<file path="src/rtl/seg_display_pkg.sv">
// Shared types and glyph table for the 7-segment display path.
package seg_display_pkg;

    typedef logic [6:0] seg_t;

    localparam int unsigned SEG_W = 7;

    // Bit positions within seg_t, packed as {g,f,e,d,c,b,a}
    localparam int unsigned SEG_A = 0;
    localparam int unsigned SEG_B = 1;
    localparam int unsigned SEG_C = 2;
    localparam int unsigned SEG_D = 3;
    localparam int unsigned SEG_E = 4;
    localparam int unsigned SEG_F = 5;
    localparam int unsigned SEG_G = 6;

    localparam seg_t SEG_BLANK = 7'b0000000;

    localparam seg_t SEG_HEX [16] = '{
        7'b0111111,  // 0
        7'b0000110,  // 1
        7'b1011011,  // 2
        7'b1001111,  // 3
        7'b1100110,  // 4
        7'b1101101,  // 5
        7'b1111101,  // 6
        7'b0000111,  // 7
        7'b1111111,  // 8
        7'b1101111,  // 9
        7'b1110111,  // A
        7'b1111100,  // b
        7'b0111001,  // C
        7'b1011110,  // d
        7'b1111001,  // E
        7'b1110001   // F
    };

    function automatic seg_t hex_glyph(input logic [3:0] nibble);
        return SEG_HEX[nibble];
    endfunction

endpackage

</file>
<file path="src/rtl/hex_to_7seg.sv">
// Combinational hex nibble to active-high segment glyph.
module hex_to_7seg
    import seg_display_pkg::*;
(
    input  logic [3:0] nibble_i,
    output seg_t       glyph_o_c
);

    assign glyph_o_c = hex_glyph(nibble_i);

endmodule

</file>
<file path="src/rtl/seven_segment_scanner.sv">
// Multiplexed N-digit 7-segment scanner with blanking gap and frame-aligned double buffering.
// Optional macro LEADING_ZERO_BLANK_EN darkens leading zero digits during their slot.
module seven_segment_scanner
    import seg_display_pkg::*;
#(
    parameter int unsigned N_DIGITS  = 4,
    parameter int unsigned SCAN_DIV  = 50000,
    parameter int unsigned BLANK_CYC = 16
) (
    input  logic                  clk,
    input  logic                  rst,
    input  logic [4*N_DIGITS-1:0] digits_i,
    input  logic                  load,
    output logic                  load_ack,
    output logic                  frame_done,
    output logic [N_DIGITS-1:0]   an,
    output seg_t                  seg
);

    localparam int unsigned TICK_W = (SCAN_DIV > 2) ? $clog2(SCAN_DIV) : 1;
    localparam int unsigned IDX_W  = (N_DIGITS > 1) ? $clog2(N_DIGITS) : 1;
    localparam int unsigned DATA_W = 4 * N_DIGITS;

    localparam logic [TICK_W-1:0] TICK_LAST = TICK_W'(SCAN_DIV - 1);
    localparam logic [TICK_W-1:0] BLANK_END = TICK_W'(BLANK_CYC);
    localparam logic [IDX_W-1:0]  IDX_LAST  = IDX_W'(N_DIGITS - 1);

    localparam logic [0:0] SLOT_BLANK = 1'b0;
    localparam logic [0:0] SLOT_SHOW  = 1'b1;

    generate
        if (N_DIGITS < 1 || N_DIGITS > 8) begin : g_bad_digits
            $error("seven_segment_scanner: N_DIGITS out of range 1..8");
        end
        if (SCAN_DIV < 2) begin : g_bad_div
            $error("seven_segment_scanner: SCAN_DIV must be >= 2");
        end
        if (BLANK_CYC >= SCAN_DIV) begin : g_bad_blank
            $error("seven_segment_scanner: BLANK_CYC must be < SCAN_DIV");
        end
    endgenerate

    logic [TICK_W-1:0]   tick_q,       tick_d;
    logic [IDX_W-1:0]    idx_q,        idx_d;
    logic [DATA_W-1:0]   active_q,     active_d;
    logic [DATA_W-1:0]   shadow_q,     shadow_d;
    logic                pending_q,    pending_d;
    logic [N_DIGITS-1:0] an_q,         an_d;
    seg_t                seg_q,        seg_d;
    logic                load_ack_q,   load_ack_d;
    logic                frame_done_q, frame_done_d;

    logic       tick_wrap_c;
    logic       boundary_c;
    logic [0:0] slot_c;
    logic [3:0] nibble_c;
    seg_t       glyph_c;
    logic       lz_blank_c;

    // Select the nibble of the digit currently owning the bus
    always_comb begin
        nibble_c = 4'h0;
        for (int unsigned i = 0; i < N_DIGITS; i++) begin
            if (idx_q == IDX_W'(i)) begin
                nibble_c = active_q[4*i +: 4];
            end
        end
    end

    hex_to_7seg u_hex_to_7seg (
        .nibble_i  (nibble_c),
        .glyph_o_c (glyph_c)
    );

`ifdef LEADING_ZERO_BLANK_EN
    // A digit is a leading zero when it and every more significant digit are zero; digit 0 never is
    logic [N_DIGITS-1:0] lz_mask_c;

    always_comb begin
        logic above_zero;
        above_zero = 1'b1;
        lz_mask_c  = '0;
        lz_blank_c = 1'b0;
        for (int i = int'(N_DIGITS) - 1; i >= 1; i--) begin
            above_zero   = above_zero & (active_q[4*i +: 4] == 4'h0);
            lz_mask_c[i] = above_zero;
        end
        for (int unsigned i = 0; i < N_DIGITS; i++) begin
            if (idx_q == IDX_W'(i)) begin
                lz_blank_c = lz_mask_c[i];
            end
        end
    end
`else
    assign lz_blank_c = 1'b0;
`endif

    assign tick_wrap_c = (tick_q == TICK_LAST);
    assign boundary_c  = tick_wrap_c && (idx_q == IDX_LAST);
    assign slot_c      = (tick_q < BLANK_END) ? SLOT_BLANK : SLOT_SHOW;

    // Next-state and registered-output logic
    always_comb begin
        tick_d       = tick_q;
        idx_d        = idx_q;
        active_d     = active_q;
        shadow_d     = shadow_q;
        pending_d    = pending_q;
        an_d         = '0;
        seg_d        = SEG_BLANK;
        load_ack_d   = 1'b0;
        frame_done_d = boundary_c;

        if (tick_wrap_c) begin
            tick_d = '0;
            idx_d  = (idx_q == IDX_LAST) ? '0 : idx_q + IDX_W'(1);
        end else begin
            tick_d = tick_q + TICK_W'(1);
        end

        if (boundary_c && pending_q) begin
            active_d   = shadow_q;
            pending_d  = 1'b0;
            load_ack_d = 1'b1;
        end

        // A load on the boundary refills the shadow after the old one was applied
        if (load) begin
            shadow_d  = digits_i;
            pending_d = 1'b1;
        end

        if (slot_c == SLOT_SHOW) begin
            an_d  = N_DIGITS'(1) << idx_q;
            seg_d = lz_blank_c ? SEG_BLANK : glyph_c;
        end
    end

    always_ff @(posedge clk) begin
        if (!rst) begin
            tick_q       <= '0;
            idx_q        <= '0;
            active_q     <= '0;
            shadow_q     <= '0;
            pending_q    <= 1'b0;
            an_q         <= '0;
            seg_q        <= SEG_BLANK;
            load_ack_q   <= 1'b0;
            frame_done_q <= 1'b0;
        end else begin
            tick_q       <= tick_d;
            idx_q        <= idx_d;
            active_q     <= active_d;
            shadow_q     <= shadow_d;
            pending_q    <= pending_d;
            an_q         <= an_d;
            seg_q        <= seg_d;
            load_ack_q   <= load_ack_d;
            frame_done_q <= frame_done_d;
        end
    end

    assign an         = an_q;
    assign seg        = seg_q;
    assign load_ack   = load_ack_q;
    assign frame_done = frame_done_q;

endmodule

</file>
<file path="config.mk">
export PLATFORM = sky130hd
export DESIGN_NAME = seven_segment_scanner
export DESIGN_NICKNAME = d
export VERILOG_FILES = /design/src/rtl/seg_display_pkg.sv /design/src/rtl/hex_to_7seg.sv /design/src/rtl/seven_segment_scanner.sv
export SDC_FILE = /design/constraint.sdc
export NUM_CORES = 1
export LEC_CHECK = 0
export CAP_MARGIN = 20
export CELL_PAD_IN_SITES_DETAIL_PLACEMENT = 2
export CELL_PAD_IN_SITES_GLOBAL_PLACEMENT = 2
export CORE_ASPECT_RATIO = 1.1
export CORE_MARGIN = 2
export CORE_UTILIZATION = 42
export DETAILED_ROUTE_END_ITERATION = 6
export DONT_BUFFER_PORTS = 1
export PLACE_DENSITY_LB_ADDON = 0.1
export SETUP_SLACK_MARGIN = 0.15
export SYNTH_ARGS = -nofsm -noshare
export SYNTH_HDL_FRONTEND = slang
export SYNTH_SLANG_ARGS = --single-unit
export TNS_END_PERCENT = 5
</file>
<file path="constraint.sdc">
create_clock -name clk -period 4.11 [get_ports clk]
set_clock_uncertainty 0.15 [all_clocks]
set_input_delay 0.822 -clock clk [delete_from_list [all_inputs] [get_ports clk]]
set_output_delay 0.822 -clock clk [all_outputs]
set_load 0.02 [all_outputs]
</file>
==> impl_metrics.tcl <==
set metrics [dict create \
    status "finished clean" \
    power-per-cell-area_mw_per_mm2 368 \
    io_buffer_count 0 \
    cp-end-kind "flip-flop" \
    maxSlewHeadroom_pct 41.6 \
    p_int_w 0.000879 \
    maxCapViolCount 0 \
    gr-total-overflow 0 \
    p_comb_share_pct 2.5 \
    final_nets 335 \
    synth_top_family_by_area "simple AND/OR/NAND/NOR gates" \
    path_class "flip-flop to flip-flop" \
    cts-hold-fix-buffers 0 \
    worst_pin_slew_ps 876 \
    cts-root-buf "clkbuf_8" \
    rsz0062_at_grt "false" \
    cts_resized 0 \
    synth_simple_gate_area_share_pct 22.7 \
    grt_pass1_wl_mm 11.5 \
    synth_compound_area_share_pct 13.0 \
    cts_buffer_depth 2 \
    clk_pin_slew_worst_paths_ps 70 \
    syn_to_final_growth_pct 5.34 \
    path_cells "ha_1 -> nor2_1 -> a311oi_2 -> nor2b_1 -> a21oi_1 -> o221a_2" \
    cts_made_buffers 9 \
    path_max_fanout 14 \
    gp_congestion 0.869 \
    detail-route-antenna-nets 0 \
    min_path_type "flip-flop to flip-flop" \
    track_usage_pct 19.2 \
    finalHoldViolCount 0 \
    yosysSeqAreaShare_pct 44.1 \
    final_cell_mix "dfxtp_1 (64), nand2_1 (46), nor2_1 (25)" \
    switching_power_w 0.000248 \
    pwr-share-clk_pct 40.6 \
    cts_setup_buffers 0 \
    fmax_ghz 0.378 \
    swShare_pct 22.0 \
    syn_nets 339 \
    clk_latency_ps 340 \
    grt_max_degree 41 \
    instances_no_fill 389 \
    die_h_um 91.3 \
    grt_pass1_vias 2258 \
    dp_cells 375 \
    setup_viol 0 \
    final_common_cell "dfxtp_1" \
    syn-instance-count 308 \
    cp_slowest_cell "a311oi_2" \
    synth-edff-count 0 \
    cts_tree "done" \
    cpPeakStageDelay_ps 760 \
    required_ps 4250 \
    maxSlewViolCount 0 \
    synth_seq_cells 64 \
    start_util_pct 43.8 \
    insertedDiodeCount 0 \
    antenna_found_initial 0 \
    synth-xor-area-share_pct 3.92 \
    core_mm2 0.00663 \
    vias 2131 \
    whs_path_depth 1 \
    cp_top_family "compound AO/OA/AOI/OAI gates" \
    drc 0 \
    synth_fa_ha_area_share_pct 5.17 \
    stdcell_area_mm2 0.00306 \
    n_fill_cell 712 \
    synth_ff_type "dfxtp_1" \
    worstPathArrival_ps 2780 \
    finalCriticalPeriod_ps 2650 \
    place_hpwl_mm 4.80 \
    drt_iter0_drc 56 \
    io_pins 32 \
    syn_area_per_cell_um2 9.44 \
    fin_ws_ps 1460 \
    p_leak_nw 1.14 \
    muxShareOfSynthArea_pct 6.54 \
    die_area_mm2 0.00760 \
    die-width_um 83.3 \
    synth_warnings 0 \
    worstSetupPathDepth 6 \
    reg2regPathDepth 6 \
    cp.buffers_inverters 0 \
    startpoint_type "flip-flop" \
    cts_max_level 3 \
    clock-sinks 64 \
    row_count 31 \
    dp_slack_ps 1480 \
    ir_drop_v 0.000221 \
    syn_area_mm2 0.00291 \
    routed_wl_mm 6.78 \
    ys_types 44 \
    async_flop_share_pct 0 \
    drive_above_1_share_pct 8.79 \
    vias_per_cell 5.48 \
    drt_pre_antenna_iters 4 \
    period_share_pct 64.4 \
    post_drt_wl_per_cell_um 17.4 \
    p_seq_share_pct 56.9 \
    setup_tns_ps 0 \
    dpl_cell_area_mm2 0.00291 \
]
per-stage QoR:
stage,hold WS [ps],util [%],power [W]
after floorplan,263,-,0.000684
final,293,46.2,0.00113
after global routing,308,46.2,0.00117
after CTS,296,46.2,0.00114
after detailed placement,287,43.8,0.000685
after global placement,278,43.8,0.000681
power groups by stage:
| stage | combinational, W | sequential [W] | clock (W) |
|---|---|---|---|
| floorplan | 0.0000320 | 0.000652 | 0 |
| global placement | 0.0000269 | 0.000654 | 0 |
| detailed placement | 0.0000296 | 0.000655 | 0 |
| CTS | 0.0000297 | 0.000641 | 0.000473 |
| global route | 0.0000331 | 0.000642 | 0.000498 |
| finish | 0.0000286 | 0.000641 | 0.000458 |
worst paths after layout:
path	start	end	slack, ps
setup / recovery	idx_q[1]$_SDFFE_PN0N_	seg[6]$_SDFF_PP0_	1460
hold / removal	tick_q[0]$_SDFF_PP0_	tick_q[0]$_SDFF_PP0_	290
setup reg to reg	idx_q[1]$_SDFFE_PN0N_	seg[6]$_SDFF_PP0_	1460
hold reg to reg	tick_q[0]$_SDFF_PP0_	tick_q[0]$_SDFF_PP0_	290
synthesized netlist by cell type, types with 3 or more instances:
master / instances / area, µm²
and4_1: 5 / 43.8
nand3b_1: 3 / 22.5
and3_1: 4 / 25.0
nand2_1: 46 / 173
xor2_1: 8 / 70.1
nand4_1: 3 / 18.8
o211ai_1: 3 / 22.5
nand3_1: 8 / 40.0
nor3_1: 4 / 20.0
dfxtp_1: 64 / 1280
mux2i_1: 19 / 190
nand2b_1: 3 / 18.8
clkbuf_1: 5 / 18.8
inv_1: 9 / 33.8
nor2_1: 25 / 93.8
a21oi_1: 8 / 40.0
nor2b_1: 22 / 138
and2_1: 3 / 18.8
xnor2_1: 5 / 43.8
o21ai_0: 4 / 20.0
buf_2: 5 / 25.0
ha_1: 12 / 150
a21boi_0: 6 / 45.0
a21boi_2: 10 / 113
registers in the layout, indices dropped and copies added (netlist names):
register and count:
active_q 16, shadow_q 16, tick_q 16, seg 7, an 4, idx_q 2
frame_done 1, load_ack 1, pending_q 1
cell families (layout without fill, tap and decap cells):
family                     count (synthesis)  in the layout
and+or+nand+nor                          132            132
DFF                                       64             64
AOI/OAI and AO/OA                         44             44
buffers and inverters                     24             23
muxes                                     19             19
xor gates and xnor gates                  13             13
adders and majority gates                 12             12
routing by layer:
metal | global-route usage (%) | share of wire [%]
met4 | 9.56 | 2.1
met2 | 32.1 | 49
met5 | 0 | 0
met1 | 23.8 | 47
met3 | 3.27 | 2.5
layout make-up:
class,count,area (µm²),share of cell area (%)
clock buffer,13,149,4.86
inverter,9,33.8,1.10
clock inverter,1,5.00,0.163
multi-input combinational,220,1490,48.7
tap,82,103,3.35
sequential,64,1280,41.8
Note: power is estimated with default switching activity, not from simulation.
